--- src/rtl/cpu_pkg.sv ---
// Shared definitions for the execute stage: ALU opcodes, multdiv FSM states, iteration count.
// Latency: none (package only).
// Backpressure: none (package only).
package cpu_pkg;

  // ALU opcodes that the single-cycle ALU leaves to the iterative unit
  localparam logic [4:0] MUL = 5'b00110;
  localparam logic [4:0] DIV = 5'b00111;

  typedef enum logic [1:0] {
    IDLE = 2'd0,
    RUN  = 2'd1,
    DONE = 2'd2
  } state_t;

  // One radix-2 step per cycle over a 32-bit operand
  localparam int ITER_COUNT = 32;

endpackage

--- src/rtl/negate_32.sv ---
// Conditional two's-complement negate of a 32-bit word, chainable for wider words.
// Latency: combinational.
// Backpressure: none.
// Ports:
//   value     in  32  word to negate
//   en        in  1   1 = negate, 0 = pass through
//   carry_in  in  1   +1 injected into ~value (tie to 1 for a standalone negate)
//   result    out 32  en ? (~value + carry_in) : value
//   carry_out out 1   carry into the next-higher word when en is set, else 0
module negate_32 (
  input  logic [31:0] value,
  input  logic        en,
  input  logic        carry_in,
  output logic [31:0] result,
  output logic        carry_out
);

  logic [32:0] sum;

  assign sum       = {1'b0, ~value} + {32'd0, carry_in};
  assign result    = en ? sum[31:0] : value;
  assign carry_out = en & sum[32];

endmodule

--- src/rtl/multdiv_iter.sv ---
// Iterative signed 32-bit multiply (shift-and-add) / divide (restoring) unit.
// Latency: fixed 33 cycles from the start edge to the one-cycle data_resultRDY pulse.
// Backpressure: none; a new start is accepted in any state and aborts the operation in flight.
// Ports:
//   clock, reset (async, active-low)
//   data_operandA / data_operandB  in  32  multiplicand/dividend, multiplier/divisor
//   ctrl_MULT / ctrl_DIV           in  1   one-cycle start pulses (MULT wins if both)
//   data_result                    out 32  product low word or quotient, held between ops
//   data_exception                 out 1   overflow / divide-by-zero, valid with RDY
//   data_resultRDY                 out 1   one-cycle completion pulse
module multdiv_iter
  import cpu_pkg::*;
(
  input  logic        clock,
  input  logic        reset,
  input  logic [31:0] data_operandA,
  input  logic [31:0] data_operandB,
  input  logic        ctrl_MULT,
  input  logic        ctrl_DIV,
  output logic [31:0] data_result,
  output logic        data_exception,
  output logic        data_resultRDY
);

  state_t      state;
  logic [5:0]  count;
  logic [4:0]  op;
  logic        sign;
  logic [31:0] a_mag;
  logic [31:0] b_mag;
  // Shared datapath: MUL uses {acc_hi[31:0], acc_lo} as {P_hi, P_lo};
  // DIV uses acc_hi as the 33-bit remainder R and acc_lo as the quotient Q.
  logic [32:0] acc_hi;
  logic [31:0] acc_lo;

  logic        start;
  logic [31:0] a_abs;
  logic [31:0] b_abs;
  logic        a_carry_unused;
  logic        b_carry_unused;

  logic [32:0] mul_sum;
  logic [33:0] div_shift;
  logic [33:0] div_trial;
  logic [32:0] next_hi;
  logic [31:0] next_lo;

  logic [31:0] fix_lo;
  logic [31:0] fix_hi;
  logic        fix_carry;
  logic        fix_carry_unused;
  logic [63:0] product;
  logic        mul_fits;
  logic        div_ovf;

  assign start = ctrl_MULT | ctrl_DIV;

  // Operand magnitudes; |0x80000000| wraps back to 0x80000000, which is the
  // correct unsigned magnitude.
  negate_32 u_abs_a (
    .value     (data_operandA),
    .en        (data_operandA[31]),
    .carry_in  (1'b1),
    .result    (a_abs),
    .carry_out (a_carry_unused)
  );

  negate_32 u_abs_b (
    .value     (data_operandB),
    .en        (data_operandB[31]),
    .carry_in  (1'b1),
    .result    (b_abs),
    .carry_out (b_carry_unused)
  );

  // One iteration step for whichever operation is recorded.
  always_comb begin
    mul_sum   = {1'b0, acc_hi[31:0]} + (acc_lo[0] ? {1'b0, a_mag} : 33'd0);
    div_shift = {acc_hi, acc_lo[31]};
    div_trial = div_shift - {2'b00, b_mag};
    next_hi   = '0;
    next_lo   = '0;
    if (op == DIV) begin
      // Negative trial (bit 33) means restore the shifted remainder.
      next_hi = div_trial[33] ? div_shift[32:0] : div_trial[32:0];
      next_lo = {acc_lo[30:0], ~div_trial[33]};
    end else begin
      next_hi = {1'b0, mul_sum[32:1]};
      next_lo = {mul_sum[0], acc_lo[31:1]};
    end
  end

  // Sign fix: the low instance negates the product low word or the quotient
  // (both live in acc_lo); the high instance finishes the 64-bit product.
  negate_32 u_fix_lo (
    .value     (acc_lo),
    .en        (sign),
    .carry_in  (1'b1),
    .result    (fix_lo),
    .carry_out (fix_carry)
  );

  negate_32 u_fix_hi (
    .value     (acc_hi[31:0]),
    .en        (sign),
    .carry_in  (fix_carry),
    .result    (fix_hi),
    .carry_out (fix_carry_unused)
  );

  assign product  = {fix_hi, fix_lo};
  assign mul_fits = (&product[63:31]) | ~(|product[63:31]);
  // |A| = 2^31 only for A = 0x80000000; |B| = 1 with a positive result sign
  // then forces B = -1.
  assign div_ovf  = (a_mag == 32'h8000_0000) && (b_mag == 32'd1) && !sign;

  always_ff @(posedge clock or negedge reset) begin
    if (!reset) begin
      state          <= IDLE;
      count          <= '0;
      op             <= '0;
      sign           <= 1'b0;
      a_mag          <= '0;
      b_mag          <= '0;
      acc_hi         <= '0;
      acc_lo         <= '0;
      data_result    <= '0;
      data_exception <= 1'b0;
      data_resultRDY <= 1'b0;
    end else begin
      data_resultRDY <= 1'b0;
      if (start) begin
        // A start always wins, including over a DONE cycle: the aborted
        // operation never raises RDY.
        state  <= RUN;
        count  <= '0;
        op     <= ctrl_MULT ? MUL : DIV;
        sign   <= data_operandA[31] ^ data_operandB[31];
        a_mag  <= a_abs;
        b_mag  <= b_abs;
        acc_hi <= '0;
        acc_lo <= ctrl_MULT ? b_abs : a_abs;
      end else begin
        case (state)
          RUN: begin
            acc_hi <= next_hi;
            acc_lo <= next_lo;
            count  <= count + 6'd1;
            if (count == 6'(ITER_COUNT - 1)) begin
              state <= DONE;
            end
          end
          DONE: begin
            state          <= IDLE;
            data_resultRDY <= 1'b1;
            if (op == DIV) begin
              if (b_mag == 32'd0) begin
                data_result    <= '0;
                data_exception <= 1'b1;
              end else begin
                data_result    <= fix_lo;
                data_exception <= div_ovf;
              end
            end else begin
              data_result    <= fix_lo;
              data_exception <= ~mul_fits;
            end
          end
          default: state <= IDLE;
        endcase
      end
    end
  end

endmodule
--- config.mk ---
export PLATFORM = sky130hd
export DESIGN_NAME = multdiv_iter
export DESIGN_NICKNAME = d
export VERILOG_FILES = /design/src/rtl/cpu_pkg.sv /design/src/rtl/negate_32.sv /design/src/rtl/multdiv_iter.sv
export SDC_FILE = /design/constraint.sdc
export NUM_CORES = 1
export LEC_CHECK = 0
export CORE_MARGIN = 3
export CORE_UTILIZATION = 50
export CTS_BUF_LIST = sky130_fd_sc_hd__clkbuf_4
export CTS_CLUSTER_SIZE = 28
export DETAILED_ROUTE_END_ITERATION = 6
export GPL_ROUTABILITY_DRIVEN = 1
export GPL_TIMING_DRIVEN = 0
export MAX_ROUTING_LAYER = met4
export PLACE_DENSITY = 0.81
export SYNTH_ARGS = -nofsm -noshare
export SYNTH_HDL_FRONTEND = slang
export SYNTH_SLANG_ARGS = --single-unit
--- constraint.sdc ---
create_clock -name clock -period 5.2 [get_ports clock]
set_clock_uncertainty 0.15 [all_clocks]
set_input_delay 0.78 -clock clock [delete_from_list [all_inputs] [get_ports clock]]
set_output_delay 0.78 -clock clock [all_outputs]
set_load 0.03 [all_outputs]
; ---- Word-level counts from Yosys, hierarchy flattened
; Cells that the tools add are included.
; Widths: inputs -> output; s select.
[word_totals]
in_bits = 68
out_inout_bits = 34
elab_cells = 70
register_bits = 177
[op_classes]
n_eq_ne = 7
muxes = 25
addsub = 7
n_bitwise = 12
n_reduce_logical = 8
[op_table]
columns = operator, count
row1 = $mux 32, 11
row2 = $mux 33, 4
row3 = $not 32->32, 4
row4 = $add 32x1->32 const B, 2
row5 = $sub 34x32->34, 1
row6 = $add 32x1->33 const B, 1
row7 = $add 32x32->33, 1
row8 = $reduce_and 33->1, 1
row9 = $reduce_or 33->1, 1
row10 = $add 32x1->32, 1
row11 = $eq 32x1->1 const B, 1
row12 = $eq 32x32->1 const B, 1
row13 = $logic_not 32->1, 1
row14 = $mux 6, 2
row15 = $add 6x1->6 const B, 1
row16 = $eq 6x5->1 const B, 1
row17 = $mux 2, 3
row18 = $eq 5x3->1 const B, 1
row19 = $mux 1, 5
row20 = $not 1->1, 4
row21 = $ne 3x3->1 const B, 1
row22 = $eq 2x1->1 const B, 1
row23 = $eq 2x2->1 const B, 1
row24 = $logic_and 1x1->1, 2
row25 = 6 further kinds, 7

; ---- Longest topological paths before layout
; Gate-level depths: netlist of run 1.
[depth]
word_depth = 10
ltp_mapped = 23
depth_no_buf = 22

; ---- Modules after synthesis
; Synthesis of run 1 repeated with hierarchy kept, for this count alone.
[hier_totals]
hier_cells = 1804
hier_area_um2 = 14864.3
[by_module_without_submodules]
columns = mod, instances, area_each_um2, cells_per_inst, seq_area_each_um2
row1 = multdiv_iter, 1, 11623.6, 1370, 4354.2
row2 = negate_32 at u_fix_hi ..., 2, 803.3, 105, 0.0
row3 = negate_32 at u_abs_a, 1, 873.3, 117, 0.0
row4 = negate_32 at u_abs_b, 1, 760.7, 107, 0.0

; ---- Least setup slack after synthesis of run 1
; Ideal clock, no wire load.
[synth_timing]
kind = reg-to-reg
from = register acc_lo[4]
to = register data_exception
path_buffers = 1
slack_ns = -0.047
required_time_ns = 4.920
arrival_time_ns = 4.967
setup_ns = 0.130
period_less_slack_ns = 5.247
stages_incl_launch_ff = 22
cell_sequence = dfrtp_1 > clkbuf_1 > nor4_1 > nand2b_1 > or4_1 > nor2_1 > nand2_1 > nor3_1 > nand2_1 > nor4_1 > ha_1 > ha_1 > or3b_2 > nor4_1 > nand3_1 > or2_1 > xnor2_1 > o41ai_1 > nand3_1 > or4_1 > a32oi_1 > o21ai_1
[synth_via]
elab_chain_cells = 10
elab_cells_between_ends = 12
[synth_lines]
columns = element, line_no
row1 = from (decl), multdiv_iter.sv:34  ; logic [31:0] acc_lo;
row2 = from (signal assigned), multdiv_iter.sv:142  ; acc_lo <= ctrl_MULT ? b_abs : a_abs;
row3 = from (signal assigned), multdiv_iter.sv:147  ; acc_lo <= next_lo;
row4 = $not 32->32 *, negate_32.sv:20  ; assign sum = {1'b0, ~value} + {32'd0, carry_in};
row5 = $add 32x1->33 *, negate_32.sv:20
row6 = $and 1x1->1, negate_32.sv:22  ; assign carry_out = en & sum[32];
row7 = $add 32x1->32, negate_32.sv:20
row8 = $mux 32, negate_32.sv:21  ; assign result = en ? sum[31:0] : value;
row9 = $reduce_or 33->1, multdiv_iter.sv:112  ; assign mul_fits = (&product[63:31]) | ~(|product[63:31]);
row10 = $not 1->1, multdiv_iter.sv:112
row11 = $or 1x1->1 *, multdiv_iter.sv:112
row12 = $not 1->1 *, multdiv_iter.sv:166  ; data_exception <= ~mul_fits;
row13 = $mux 1 *, multdiv_iter.sv:156  ; if (op == DIV) begin
row14 = to (signal assigned), multdiv_iter.sv:162  ; data_exception <= div_ovf;
row15 = to (signal assigned), multdiv_iter.sv:166
row16 = to (decl), multdiv_iter.sv:21  ; output logic data_exception,
; Mark *: on every way between the ends. The rest lies on a longest branch, timed or not.
; A chain may end at the register's enable or synchronous reset.

; ---- Worst setup path in the final report of run 1
[layout_timing]
from = register acc_lo[0]
to = register data_exception
; Same word-level chain as after synthesis.

==> impl_metrics.env, run 1 <==
export IMPL_max_slew_margin=0.295
export IMPL_dr_pass1_iters=7
export IMPL_clk_latency_ps=650
export IMPL_post_place_ws_ps=-2040
export IMPL_rows=61
export IMPL_fin_crit_sh=1.08
export IMPL_wire_per_inst_um=22.8
export IMPL_grt_total_usage=0.364
export IMPL_dp_cells=2352
export IMPL_cts_tree="done"
export IMPL_fin_util=0.605
export IMPL_worst_setup_path_start_kind="flip-flop"
export IMPL_switching_share=0.412
export IMPL_vias=16000
export IMPL_drt_wl_total_mm=55.6
export IMPL_io_buffers=100
export IMPL_layout_setup_ws_ps=-407
export IMPL_multiInputGateArea_um2=9720
export IMPL_finalSetupViolations=3
export IMPL_met3_usage=0.0935
export IMPL_busiest_layer="met2"
export IMPL_die_h_um=176
export IMPL_synth_area_um2=14500
export IMPL_drive_above_1_share=0.0819
export IMPL_maxCapViolCount=0
export IMPL_crit_fanout=3
export IMPL_syn_nets=2013
export IMPL_fmax_mhz=178
export IMPL_switching_power_mw=1.63
export IMPL_vias_per_cell=6.56
export IMPL_syn_area_per_cell_um2=7.75
export IMPL_tightest_slew_ps=1050
export IMPL_synth_top_cell_area_share=0.300
export IMPL_crit_required_ps=5560
export IMPL_layout_min_cycle_time_ps=5610
export IMPL_drc=1
export IMPL_power_density_nw_per_um2=231
export IMPL_first_global_vias=14900
export IMPL_synth_compound_area_frac=0.243
export IMPL_yosys_warnings=0
export IMPL_synthDistinctLibCells=80
export IMPL_async_flop_share=1.00
export IMPL_p_clk_frac=0.214
export IMPL_cts_buffers=17
export IMPL_ant_nets=0
export IMPL_worstHoldPathType="flip-flop to flip-flop"
export IMPL_syn_instance_count=1873
export IMPL_worstSetupPathType="flip-flop to flip-flop"
export IMPL_seq_power_share=0.409
export IMPL_synth_mux_area_fraction=0.0342
export IMPL_grt_max_degree=122
export IMPL_ys_ff_latch=174
export IMPL_holdWs_ps=349
export IMPL_timing_setup_tns_ps=-785
export IMPL_yosysMostFrequentCell="a21oi_1"
export IMPL_initial_core_util=0.514
export IMPL_stdcell_count=2443
export IMPL_outcome="finished with violations"
export IMPL_post_dp_cell_area_um2=16000
export IMPL_clockBufferDepth=2
export IMPL_clk_pin_slew_ps=160
export IMPL_grt_util_met2=0.517
export IMPL_cts_max_level=4
export IMPL_die_width_um=176
export IMPL_regArea_um2=4360
export IMPL_grt_ovfl_total=0
export IMPL_internal_power_mw=2.32
export IMPL_use_met1=0.483
export IMPL_cp_arrival_ps=5970
export IMPL_synth_xor_area_frac=0.0971
export IMPL_grt_pass1_wl_mm=85.4
export IMPL_final_area_um2=17100
export IMPL_post_dp_hpwl_mm=42.4
export IMPL_core_um2=28200
export IMPL_synth_adder_area_share=0.0631
export IMPL_synth_top_area_cell="dfrtp_1"
export IMPL_p_comb_frac=0.378
export IMPL_nets=2191
export IMPL_p_leak_nw=7.27
export IMPL_endpoint_kind="flip-flop"
export IMPL_finalHoldViolCount=0
export IMPL_io_pins=102
export IMPL_synth_commonest_cells="230 x a21oi_1, 208 x nand2_1, 174 x dfrtp_1, 174 x nor2_1, 135 x o21ai_0"
export IMPL_rsz0062_at_grt="true"
export IMPL_power_mw=3.95
export IMPL_drt_initial_drc_count=2235
export IMPL_failed_checks="design-rule violations, negative setup slack"
export IMPL_peakVddDrop_uv=181
export IMPL_dieArea_um2=31100
export IMPL_synth_edf_count=0
export IMPL_synth_simple_area_share=0.211
export IMPL_fillerInstances=2489
export IMPL_cts_sinks=174
export IMPL_gp_congestion=1.03
export IMPL_synth_top_family_by_area="compound AO/OA/AOI/OAI gates"
export IMPL_antenna_found_initial=1
export IMPL_final_max_slew_viol_count=0
export IMPL_synth_flop_cell="dfrtp_1"
export IMPL_synth_seq_area_share=0.300
export IMPL_synth_area_leaders="dfrtp_1 30%, a21oi_1 7.9%, xor2_1 6.4%"
export IMPL_cts_root_buf="clkbuf_4"
export IMPL_syn_to_final_growth_pct=17.6
[registers in the layout, indices dropped and copies added, names as in the netlist]
signal	cells
op	2
sign	1
data_exception	1
data_result	32
state	2
acc_hi	33
a_mag	32
count	6
b_mag	32
acc_lo	32
data_resultRDY	1
[cell type report]
class	count	area share
Buffer	122	0.0281
Antenna cell	1	0.000147
Tap cell	378	0.0277
Inverter	66	0.0145
Sequential cell	174	0.255
Clock inverter	15	0.00945
Timing Repair Buffer	162	0.0879
Multi-Input combinational cell	1508	0.569
Clock buffer	17	0.00747
[what timing repair did]
item,4_1_cts,5_1_grt
gates resized for setup,42,17
pin swaps,19,19
endpoints found under the hold margin,53,0
hold buffers,1,0
endpoints found under the setup margin,1,3
buffers inserted,54,10
[cell families after synthesis]
family,after synthesis
buffers and inverters,191
flip-flops,174
XOR/XNOR,161
AND/OR/NAND/NOR,645
AO/OA/AOI/OAI,581
adder cells (fa/ha/maj),72
multiplexers,49
[critical path, stage by stage (launching register included)]
cell,delay (ps)
dfrtp_2,460
inv_2,100
ha_4,160
nand2b_4,60
nand2b_4,150
or4_4,520
nor2_4,130
nand2_4,80
nor3_4,130
nand2_2,130
nor4_4,340
ha_2,310
ha_4,140
or3b_4,410
or3_4,360
xnor2_2,150
o31ai_2,240
nand3_1,140
a221oi_2,260
nand4_1,150
or4_4,490
a32oi_4,310
o21ai_1,110
[cell usage in the layout, fill, tap and decap left out, types with 31 or more instances in the layout]
cell type,count
a21oi_1,230
and2_1,33
buf_4,60
clkbuf_1,90
clkdlybuf4s50_1,99
dfrtp_1,168
ha_1,67
inv_1,64
mux2i_1,44
nand2_1,205
nand3_1,43
nor2_1,172
nor3_1,36
o21ai_0,133
o31ai_1,31
xnor2_1,52
xor2_1,106
[power by group through the flow]
stage	clock network, mW	logic, mW	registers [mW]
after floorplan	0	0.939	1.56
after global placement	0	1.33	1.62
after detailed placement	0	1.36	1.62
after CTS	0.830	1.42	1.60
after global routing	0.887	1.62	1.62
final	0.844	1.49	1.61
[routing by layer]
metal,up-vias,share of wire
met2,1135,0.42
met5,-,0
li1,7093,-
met3,226,0.13
met1,7560,0.39
met4,0,0.054
[final timing paths]
kind                            startpoint         endpoint  slack [ps]  depth (start not counted)
setup / recovery                 acc_lo[0]   data_exception        -410                         22
max in group asynchronous            reset        acc_lo[5]        3400                          3
hold / removal             data_result[15]  data_result[15]         350                          2
min in group asynchronous            reset       acc_lo[19]         480                          2
hold reg to reg            data_result[15]  data_result[15]         350                          2
setup reg to reg                 acc_lo[0]   data_exception        -410                         22
Power figures use the tool's default switching activity.
==> run 2: changes to the inputs <==
--- a/config.mk
+++ b/config.mk
@@ -10,7 +10,7 @@
 export CTS_BUF_LIST = sky130_fd_sc_hd__clkbuf_4
 export CTS_CLUSTER_SIZE = 28
 export DETAILED_ROUTE_END_ITERATION = 6
-export GPL_ROUTABILITY_DRIVEN = 1
+export GPL_ROUTABILITY_DRIVEN = 0
 export GPL_TIMING_DRIVEN = 0
 export MAX_ROUTING_LAYER = met4
 export PLACE_DENSITY = 0.81
==> impl_metrics.env, run 2 (synthesized netlist as in run 1, its figures left out) <==
export IMPL_drt_initial_drc_count=2347
export IMPL_power_density_nw_per_um2=232
export IMPL_nets=2152
export IMPL_cts_buffers=17
export IMPL_core_um2=28200
export IMPL_peakVddDrop_uv=134
export IMPL_final_max_slew_viol_count=0
export IMPL_post_dp_cell_area_um2=16000
export IMPL_stdcell_count=2404
export IMPL_cp_arrival_ps=6040
export IMPL_timing_setup_tns_ps=-460
export IMPL_max_slew_margin=0.240
export IMPL_post_dp_hpwl_mm=40.7
export IMPL_largest_reg_flops=33
export IMPL_grt_ovfl_total=0
export IMPL_cts_sinks=174
export IMPL_io_buffers=100
export IMPL_antenna_found_initial=1
export IMPL_worstHoldPathType="flip-flop to flip-flop"
export IMPL_grt_total_usage=0.346
export IMPL_vias_per_cell=6.56
export IMPL_clockBufferDepth=2
export IMPL_rows=61
export IMPL_rsz0062_at_grt="true"
export IMPL_crit_fanout=5
export IMPL_drive_above_1_share=0.0602
export IMPL_die_h_um=176
export IMPL_worst_setup_path_start_kind="flip-flop"
export IMPL_cp_cell_sequence="nor4_4, nand2b_4, or4_4, nor2_4, nand2_4, nor3_4, nand2_2, nor4_4, ha_2, ha_4, or3b_4, nor4_4, nand3_2, buf_4, nor2_1, nand2_1, o21ai_1, a22oi_1, or4_4, a32oi_4, o21ai_1"
export IMPL_power_mw=3.87
export IMPL_cts_root_buf="clkbuf_4"
export IMPL_cts_max_level=4
export IMPL_wire_per_inst_um=21.9
export IMPL_outcome="finished with violations"
export IMPL_grt_pass1_wl_mm=82.0
export IMPL_critical_path_slowest_cell="or4_4"
export IMPL_worstSetupPathType="flip-flop to flip-flop"
export IMPL_p_leak_nw=7.07
export IMPL_final_area_um2=16700
export IMPL_tightest_slew_ps=1130
export IMPL_finalSetupViolations=1
export IMPL_io_pins=102
export IMPL_maxCapViolCount=0
export IMPL_die_width_um=176
export IMPL_failed_checks="design-rule violations, negative setup slack"
export IMPL_regMostFlops="acc_hi"
export IMPL_syn_to_final_growth_pct=15.1
export IMPL_max_stage_delay_ps=590
export IMPL_clk_pin_slew_ps=190
export IMPL_critPathTopFamily="simple AND/OR/NAND/NOR gates"
export IMPL_grt_max_degree=122
export IMPL_dp_cells=2352
export IMPL_dr_pass1_iters=7
export IMPL_layout_common_cells="230 x a21oi_1, 205 x nand2_1, 173 x nor2_1"
export IMPL_first_global_vias=15000
export IMPL_cts_tree="done"
export IMPL_drt_wl_total_mm=52.8
export IMPL_layout_setup_ws_ps=-460
export IMPL_fin_crit_sh=1.09
export IMPL_drc=10
export IMPL_ant_nets=0
export IMPL_fmax_mhz=177
export IMPL_vias=15800
export IMPL_final_common_cell="a21oi_1"
export IMPL_crit_required_ps=5580
export IMPL_path_buf_inv=1
export IMPL_dieArea_um2=31100
export IMPL_endpoint_kind="flip-flop"
export IMPL_layout_min_cycle_time_ps=5660
export IMPL_initial_core_util=0.514
export IMPL_cpMostUsedCell="nor4_4"
export IMPL_post_place_ws_ps=-2140
export IMPL_clk_latency_ps=640
export IMPL_finalHoldViolCount=0
-- run 2: cell count changes in the layout (fill, tap and decap cells not counted), moves of 3 or more --
cell / change
xnor2_1: +3
inv_8: +7
clkinv_4: -3
xnor2_2: -3
buf_4: -37
-- run 2: layer usage --
layer  wire length [µm]  up-vias  global-route usage
met5                  0        -                   -
met4               3050        0               0.171
met3               7030      226              0.0968
met2              22500     1141               0.505
met1              20100     7405               0.441
li1                   -     7009                   -
-- run 2: report_power, final --
group          total [mW]  internal [mW]  switching, mW
combinational        1.43          0.536          0.893
sequential           1.60           1.46          0.141
clock               0.835          0.224          0.611
-- run 2: path summary, 6_finish.rpt --
check,slack (ps),endpoint,cells after the start,startpoint
worst min register to register,360,data_result[28],2,data_result[28]
min in group asynchronous,440,data_resultRDY,2,reset
worst max register to register,-460,data_exception,21,acc_lo[6]
max in group asynchronous,3410,acc_lo[0],3,reset
worst max-delay path,-460,data_exception,21,acc_lo[6]
worst min-delay path,360,data_result[28],2,data_result[28]
-- run 2: worst min-delay path: cells and delay by family, from the launching register on --
kind	cells	cell delay, ps
compound gates	1	60
flops	1	380
simple gates	1	50
-- run 2: cell type report --
type                    instances  area [µm²]
fillers                      2530       11500
multi-input cells            1508        9660
flip-flops and latches        174        4360
repair buffers                123        1200
plain buffers                 122         480
well taps                     378         473
inverters                      66         248
clock inverters                15         159
clock buffers                  17         128
diodes                          1        2.50
-- run 2: timing repair --
item	CTS	global route
hold buffers	1	0
buffers inserted	16	5
hold endpoints to repair	53	0
setup endpoints to repair	1	1
gates resized for setup	36	10
pin swaps	13	11
-- run 2: per-stage QoR --
stage,util,hold slack (ps)
floorplan,-,298
global placement,0.567,314
detailed placement,0.568,322
CTS,0.588,357
global route,0.592,385
finish,0.592,359
